**src/rtl/comm_txbuf_pkg.sv**
```systemverilog
// ---------------------------------------------------------------------------
// comm_pkg : shared types and constants for the comm_txbuf transmit buffer.
//   BEAT_W / WORD_W / LANES describe the 4 x 32-bit -> 128-bit packing.
//   DEFAULT_PREAMBLE is the frame marker used when COMM_TXBUF_PREAMBLE_EN is
//   defined at build time.
//   pack_lane() drops one beat into its MSB-first lane of a word.
// ---------------------------------------------------------------------------
package comm_pkg;

  localparam int BEAT_W = 32;
  localparam int WORD_W = 128;
  localparam int LANES  = 4;
  localparam int LANE_W = $clog2(LANES);

  typedef logic [BEAT_W-1:0] beat_t;
  typedef logic [WORD_W-1:0] word_t;

  localparam word_t DEFAULT_PREAMBLE = 128'hA5A5_5A5A_F0F0_0F0F_CCCC_3333_FF00_00FF;

  // Lane 0 is the most significant beat of the word.
  function automatic word_t pack_lane(word_t w, beat_t b, logic [LANE_W-1:0] lane);
    word_t r;
    r = w;
    r[WORD_W-1-int'(lane)*BEAT_W -: BEAT_W] = b;
    return r;
  endfunction

endpackage

```
**src/rtl/comm_txbuf_if.sv**
```systemverilog
// ---------------------------------------------------------------------------
// comm_txbuf_if : host write port + FWFT read port of comm_txbuf.
//   master : host/consumer side (drives wr_valid, wr_data, flush, rd_en,
//            overflow_clr; observes wr_ready, din, empty, full, level,
//            overflow).
//   slave  : the buffer itself.
// ---------------------------------------------------------------------------
interface comm_txbuf_if
  import comm_pkg::*;
#(
  parameter int AW = 4
) ();

  logic        wr_valid;
  beat_t       wr_data;
  logic        wr_ready;
  logic        flush;
  logic        rd_en;
  word_t       din;
  logic        empty;
  logic        full;
  logic [AW:0] level;
  logic        overflow;
  logic        overflow_clr;

  modport master (
    output wr_valid, wr_data, flush, rd_en, overflow_clr,
    input  wr_ready, din, empty, full, level, overflow
  );

  modport slave (
    input  wr_valid, wr_data, flush, rd_en, overflow_clr,
    output wr_ready, din, empty, full, level, overflow
  );

endinterface

```
**src/rtl/comm_txbuf_mem.sv**
```systemverilog
// ---------------------------------------------------------------------------
// comm_txbuf_mem : 2**AW x 128-bit first-word-fall-through FIFO.
//   clk, rst_n : clock, async active-low reset
//   we_i       : write wdata_i this edge (caller guarantees room or a pop)
//   rd_en_i    : pop request, ignored while empty
//   dout_o     : registered head word, valid while empty_o = 0
//   empty_o / full_o / level_o : registered occupancy flags and count
// ---------------------------------------------------------------------------
module comm_txbuf_mem
  import comm_pkg::*;
#(
  parameter int AW = 4
) (
  input  logic        clk,
  input  logic        rst_n,
  input  logic        we_i,
  input  word_t       wdata_i,
  input  logic        rd_en_i,
  output word_t       dout_o,
  output logic        empty_o,
  output logic        full_o,
  output logic [AW:0] level_o
);

  localparam int DEPTH = 2**AW;

  word_t         mem_q [DEPTH];
  logic [AW-1:0] wptr_q, wptr_d, rptr_q, rptr_d;
  logic [AW:0]   level_q, level_d;
  logic          empty_q, full_q, pop;
  word_t         dout_q, dout_d;

  assign pop = rd_en_i && !empty_q;

  always_comb begin
    wptr_d  = wptr_q + AW'(we_i);
    rptr_d  = rptr_q + AW'(pop);
    level_d = level_q + (AW+1)'(we_i) - (AW+1)'(pop);
    dout_d  = dout_q;
    // Head register tracks the new head; a write landing on it bypasses the
    // RAM. When the FIFO drains, the last word is simply held.
    if (level_d != '0)
      dout_d = (we_i && (wptr_q == rptr_d)) ? wdata_i : mem_q[rptr_d];
  end

  // NOTE: the storage array has no reset; only pointers and flags need one,
  // and leaving it out lets the array map onto RAM.
  always_ff @(posedge clk) begin
    if (we_i) mem_q[wptr_q] <= wdata_i;
  end

  // NOTE: sequential state uses non-blocking assignments so every flop
  // samples the pre-edge values regardless of statement order.
  always_ff @(posedge clk or negedge rst_n) begin
    if (!rst_n) begin
      wptr_q  <= '0;
      rptr_q  <= '0;
      level_q <= '0;
      empty_q <= 1'b1;
      full_q  <= 1'b0;
      dout_q  <= '0;
    end else begin
      wptr_q  <= wptr_d;
      rptr_q  <= rptr_d;
      level_q <= level_d;
      empty_q <= (level_d == '0);
      full_q  <= (level_d == (AW+1)'(DEPTH));
      dout_q  <= dout_d;
    end
  end

  assign dout_o  = dout_q;
  assign empty_o = empty_q;
  assign full_o  = full_q;
  assign level_o = level_q;

endmodule

```
**src/rtl/comm_txbuf.sv**
```systemverilog
// ---------------------------------------------------------------------------
// comm_txbuf : packs 32-bit host beats MSB-first into 128-bit words and
// queues them in a FWFT FIFO for the BPSK transmit path.
//   CLK  : clock, rising edge
//   RST  : async active-low reset
//   bus  : comm_txbuf_if.slave (host write port, flush, FWFT read port,
//          occupancy and sticky overflow)
// Build option: COMM_TXBUF_PREAMBLE_EN inserts PREAMBLE ahead of the first
// data word of every frame (frame = beats after reset or a completed flush).
// ---------------------------------------------------------------------------
module comm_txbuf
  import comm_pkg::*;
#(
  parameter int    AW       = 4,
  parameter word_t PREAMBLE = DEFAULT_PREAMBLE
) (
  input  logic        CLK,
  input  logic        RST,
  comm_txbuf_if.slave bus
);

  logic        mem_empty, mem_full;
  logic [AW:0] mem_level;
  word_t       mem_dout;

  logic              pop, commit, pend_free, wr_ready, accept;
  logic              flush_req, flush_go, frame_start;
  logic [LANE_W:0]   fill;
  word_t             packed_w;

  logic [LANE_W-1:0] lane_q, lane_d;
  word_t             pack_q, pack_d;
  logic              pend_q, pend_d;
  word_t             pend_word_q, pend_word_d;
  logic              flush_hold_q, flush_hold_d;
  logic              ovf_q, ovf_d;

  // The holding register drains whenever the FIFO has room, including the
  // full case where the consumer frees a slot on the same edge.
  assign pop       = bus.rd_en && !mem_empty;
  assign commit    = pend_q && (!mem_full || pop);
  assign pend_free = !pend_q || commit;
  assign wr_ready  = !(pend_q && mem_full && !pop);
  assign accept    = bus.wr_valid && wr_ready;
  assign flush_req = bus.flush || flush_hold_q;

`ifdef COMM_TXBUF_PREAMBLE_EN
  logic frame_open_q, frame_open_d;

  assign frame_start = accept && !frame_open_q;

  always_comb begin
    frame_open_d = frame_open_q;
    if (flush_go)    frame_open_d = 1'b0;
    else if (accept) frame_open_d = 1'b1;
  end

  always_ff @(posedge CLK or negedge RST) begin
    if (!RST) frame_open_q <= 1'b0;
    else      frame_open_q <= frame_open_d;
  end
`else
  assign frame_start = 1'b0;
`endif

  // NOTE: every variable gets its default first, so no path through this
  // block can leave a value unassigned and infer a latch.
  always_comb begin
    packed_w     = pack_q;
    fill         = {1'b0, lane_q};
    pend_d       = pend_q && !commit;
    pend_word_d  = pend_word_q;
    flush_hold_d = 1'b0;
    ovf_d        = ovf_q;

    // The beat is packed before any flush padding is considered.
    if (accept) begin
      packed_w = pack_lane(pack_q, bus.wr_data, lane_q);
      fill     = fill + 1'b1;
    end
    lane_d = fill[LANE_W-1:0];
    pack_d = packed_w;

    // A flush can only close the word when the holding slot is free and not
    // already claimed by a preamble; otherwise it waits.
    flush_go = flush_req && (fill != '0) && (fill != (LANE_W+1)'(LANES))
               && pend_free && !frame_start;

    if (frame_start) begin
      pend_d      = 1'b1;
      pend_word_d = PREAMBLE;
    end

    if (fill == (LANE_W+1)'(LANES) || flush_go) begin
      // Unused lanes of pack_q are already zero, which is the padding.
      pend_d      = 1'b1;
      pend_word_d = packed_w;
      lane_d      = '0;
      pack_d      = '0;
    end else if (flush_req && (fill != '0)) begin
      flush_hold_d = 1'b1;
    end

    if (bus.overflow_clr)                ovf_d = 1'b0;
    else if (bus.wr_valid && !wr_ready)  ovf_d = 1'b1;
  end

  always_ff @(posedge CLK or negedge RST) begin
    if (!RST) begin
      lane_q       <= '0;
      pack_q       <= '0;
      pend_q       <= 1'b0;
      pend_word_q  <= '0;
      flush_hold_q <= 1'b0;
      ovf_q        <= 1'b0;
    end else begin
      lane_q       <= lane_d;
      pack_q       <= pack_d;
      pend_q       <= pend_d;
      pend_word_q  <= pend_word_d;
      flush_hold_q <= flush_hold_d;
      ovf_q        <= ovf_d;
    end
  end

  comm_txbuf_mem #(.AW(AW)) u_mem (
    .clk     (CLK),
    .rst_n   (RST),
    .we_i    (commit),
    .wdata_i (pend_word_q),
    .rd_en_i (bus.rd_en),
    .dout_o  (mem_dout),
    .empty_o (mem_empty),
    .full_o  (mem_full),
    .level_o (mem_level)
  );

  assign bus.wr_ready = wr_ready;
  assign bus.din      = mem_dout;
  assign bus.empty    = mem_empty;
  assign bus.full     = mem_full;
  assign bus.level    = mem_level;
  assign bus.overflow = ovf_q;

endmodule
```
**src/flat_wrapper.sv**
```systemverilog
// flat-port wrapper written by rule: the top's interface ports become plain ports
module comm_txbuf_flat import comm_pkg::*;
#(
  parameter int    AW       = 4,
  parameter word_t PREAMBLE = DEFAULT_PREAMBLE
)
  (CLK, RST, bus_wr_valid, bus_wr_data, bus_flush, bus_rd_en, bus_overflow_clr, bus_wr_ready, bus_din, bus_empty, bus_full, bus_level, bus_overflow);
  comm_txbuf_if #(.AW(AW)) bus_i ();
  input  logic CLK;
  input  logic RST;
  input wire logic [$bits(bus_i.wr_valid)-1:0] bus_wr_valid;
  input wire logic [$bits(bus_i.wr_data)-1:0] bus_wr_data;
  input wire logic [$bits(bus_i.flush)-1:0] bus_flush;
  input wire logic [$bits(bus_i.rd_en)-1:0] bus_rd_en;
  input wire logic [$bits(bus_i.overflow_clr)-1:0] bus_overflow_clr;
  output wire logic [$bits(bus_i.wr_ready)-1:0] bus_wr_ready;
  output wire logic [$bits(bus_i.din)-1:0] bus_din;
  output wire logic [$bits(bus_i.empty)-1:0] bus_empty;
  output wire logic [$bits(bus_i.full)-1:0] bus_full;
  output wire logic [$bits(bus_i.level)-1:0] bus_level;
  output wire logic [$bits(bus_i.overflow)-1:0] bus_overflow;
  assign bus_i.wr_valid = bus_wr_valid;
  assign bus_i.wr_data = bus_wr_data;
  assign bus_i.flush = bus_flush;
  assign bus_i.rd_en = bus_rd_en;
  assign bus_i.overflow_clr = bus_overflow_clr;
  assign bus_wr_ready = bus_i.wr_ready;
  assign bus_din = bus_i.din;
  assign bus_empty = bus_i.empty;
  assign bus_full = bus_i.full;
  assign bus_level = bus_i.level;
  assign bus_overflow = bus_i.overflow;
  comm_txbuf #(.AW(AW), .PREAMBLE(PREAMBLE)) u_core (.CLK(CLK), .RST(RST), .bus(bus_i));
endmodule
```
**config.mk**
```make
export PLATFORM = sky130hd
export DESIGN_NAME = comm_txbuf_flat
export DESIGN_NICKNAME = d
export VERILOG_FILES = /design/src/rtl/comm_txbuf_pkg.sv /design/src/rtl/comm_txbuf_if.sv /design/src/rtl/comm_txbuf_mem.sv /design/src/rtl/comm_txbuf.sv /design/src/flat_wrapper.sv
export SDC_FILE = /design/constraint.sdc
export NUM_CORES = 2
export LEC_CHECK = 0
export CORE_MARGIN = 3
export CORE_UTILIZATION = 30
export DETAILED_ROUTE_END_ITERATION = 10
export SYNTH_ARGS = -nofsm -noshare
export SYNTH_HDL_FRONTEND = slang
export SYNTH_SLANG_ARGS = --single-unit
export TNS_END_PERCENT = 50
```
**constraint.sdc**
```tcl
create_clock -name CLK -period 16.1 [get_ports CLK]
set_clock_uncertainty 0.15 [all_clocks]
set_input_delay 2.415 -clock CLK [delete_from_list [all_inputs] [get_ports CLK]]
set_output_delay 2.415 -clock CLK [all_outputs]
set_load 0.01 [all_outputs]
```
==> flow_summary.toml <==
[placed_design]
gp_congestion = 0.723
portBuffers = 174
dp_hpwl_microns = 130000
post-place-ws_ns = 7.26
place_area_sq_um = 103000

[critical_path]
crit_required_ns = 16.77
r2r-end = "u_core.u_mem.dout_o[91]"
worstPathMaxFanout = 74
r2r-start = "u_core.u_mem.empty_o"
worstPathArrival_ns = 8.50
worstSetupPathType = "in -> reg"
r2r_slack_ns = 9.70
r2r_cells = 12
endpoint_kind = "flop"
critPathLaunchType = "primary input"

[die]
core_region_area_sq_um = 316000
die_w_microns = 571
start_util = 0.303
die_h_microns = 571
io_pins = 175
dieArea_sq_um = 326000
rows = 206

[min_path]
min_to = "u_core.u_mem.dout_o[10]"
hp-start = "u_core.u_mem.dout_o[10]"
hold_depth = 1
hold_class = "reg -> reg"

[global_routing]
grt_pass1_vias = 47600
grt_overflow_total = 0
grt_pass1_wl_microns = 360000
grt_max_degree = 133
antenna_found_initial = 35
grt_usage = 0.153

[route]
drtAntennaViolNets = 0
firstDrtPassIters = 7
routed_via_density = 4.98
routedWlPerCell_microns = 27.4
wirelength_microns = 254000
drc_errors = 0
first_iter_violations = 4983
vias = 46100

[clock_tree]
cts_buffers = 243
clockBufferDepth = 4
cts-resized-gates = 0
cts_tree = "built"
htreeDepth = 4
cts_sinks = 2452
clk_pin_slew_ns = 0.07
cts_hold_buf = 0
post_cts_buffers = 0
clk_latency_ns = 0.88
cts_root_buf = "clkbuf_16"

[logic_synthesis]
async_flop_share = 0.165
synth_fp_nets = 4659
synth-seq-cells = 2452
ys_seq_area_frac = 0.749
yosys_most_used_dff = "edfxtp_1"
ys_top_cells_by_area = "edfxtp_1 (64%), mux4_2 (12%), dfrtp_1 (11%)"
synth_warnings = 0
syn_area_per_cell_sq_um = 20.8
synth-edff-count = 2048
syn_inst = 4607
syn_area_sq_um = 95600
yosysTopAreaCellShare = 0.643
yosysUniqueCellTypes = 46
yosysTopAreaCell = "edfxtp_1"

[timing]
setup_slack_ns = 8.27
setup_tns_ns = 0
drv_slew = 0
setup_violations = 0
timing.fmax_ghz = 0.128
report.final.hold_viol_count = 0
rsz0062_at_grt = "false"
slew_headroom = 0.0910
worst_pin_slew_ns = 1.36
period_minus_slack_ns = 7.83
fin_crit_sh = 0.486

[layout]
fin_area_sq_um = 110000
final_cell_mix = "edfxtp_1 (2048), mux4_2 (512), mux2i_1 (418)"
final_nets = 4930
post-route-util = 0.350
layout_commonest_cell = "edfxtp_1"
area_growth_syn_to_layout_pct = 15.5
drive_gt1_frac = 0.264

[power_and_ir_drop]
vdd_drop_max_uv = 223
power.total_uw = 21600
powerDensity_nw_per_um2 = 196
p_leak_uw = 0.0378

[run_status]
status = "finished, final reports clean"

[run]
drv_cap = 0
==> how the worst max path moves through the flow <==
stage | startpoint | endpoint | slack [ns] | depth (start not counted)
after floorplan | bus_rd_en | u_core.u_mem.mem_q[12][0] | 0.12 | 4
after global placement | bus_rd_en | u_core.u_mem.dout_o[91] | 7.29 | 13
after detailed placement | bus_rd_en | u_core.u_mem.dout_o[127] | 7.26 | 13
after CTS | bus_rd_en | u_core.u_mem.dout_o[127] | 8.28 | 13
after global routing | bus_rd_en | u_core.u_mem.dout_o[110] | 7.93 | 12
final | bus_rd_en | u_core.u_mem.dout_o[91] | 8.27 | 13
==> kinds of logic (layout without fill, tap and decap cells) <==
kind of cell,after synthesis,count (layout),synth area share
buf+inv,302,780,0.0145
other cells,0,11,0
compound gates,143,143,0.00808
mux,1282,1282,0.206
flops,2452,2452,0.749
fa+ha+maj,14,14,0.00191
simple gates,402,402,0.0197
xor+xnor,12,12,0.00126
==> worst max-delay path, cell delays in order <==
cell and delay, ns:
clkdlybuf4s50_1 0.42, nand2b_2 0.21, inv_2 0.17, ha_4 0.20
ha_4 0.99, buf_4 0.86, buf_4 0.85, buf_4 1.01
mux4_2 0.41, mux2i_1 0.21, mux2i_1 0.10, mux2_2 0.28
mux2_2 0.26
==> synth_stat cells, drive strengths merged (3+ instances only) <==
| cell type | instances |
|---|---|
| edfxtp | 2048 |
| and3 | 33 |
| mux2i | 418 |
| o311ai | 3 |
| xor2 | 6 |
| nor3 | 4 |
| mux2 | 352 |
| a21oi | 34 |
| o21ai | 99 |
| inv | 48 |
| clkbuf | 86 |
| buf | 167 |
| dfrtp | 403 |
| nor2 | 56 |
| nand2 | 195 |
| nor2b | 97 |
| mux4 | 512 |
| ha | 13 |
| nor4 | 3 |
| xnor2 | 5 |
| nand2b | 3 |
| nand3 | 5 |
==> stage by stage <==
stage	hold slack, ns	cells
after floorplan	0.319	4607
after global placement	0.327	8793
after detailed placement	0.343	8793
after CTS	0.358	9245
after global routing	0.367	9246
final	0.354	9256
==> registers in the layout, summed over array words and instances, names as in the netlist, 2 cells and up <==
name	cells
u_core.pack_q	128
u_core.pend_word_q	128
u_core.u_mem.mem_q	2048
u_core.lane_q	2
u_core.u_mem.rptr_q	4
u_core.u_mem.level_o	5
u_core.u_mem.dout_o	128
u_core.u_mem.wptr_q	4
==> power by group <==
group	total, uW	internal (uW)	leakage, uW	switching (uW)
combinational	7780	3900	0.00984	3880
clock	5680	3280	0.00388	2390
sequential	8170	7670	0.0241	498
total	21600	14900	0.0378	6770
==> area by class of cell <==
type | instances | area [sq um]
well taps | 4160 | 5200
repair buffers | 279 | 2640
fillers | 29200 | 206000
inverters | 49 | 184
clock inverters | 76 | 912
flip-flops and latches | 2452 | 71600
clock buffers | 376 | 7030
diodes | 11 | 27.5
multi-input cells | 1853 | 22900
==> metal layers <==
metal	global-route usage	up-vias	routed length, microns
met3	0.0233	375	15400
met1	0.208	25000	107000
li1	-	19000	-
met5	0	-	0
met2	0.256	1641	124000
met4	0.0422	0	7350
Note: power is estimated with default switching activity, not from simulation.
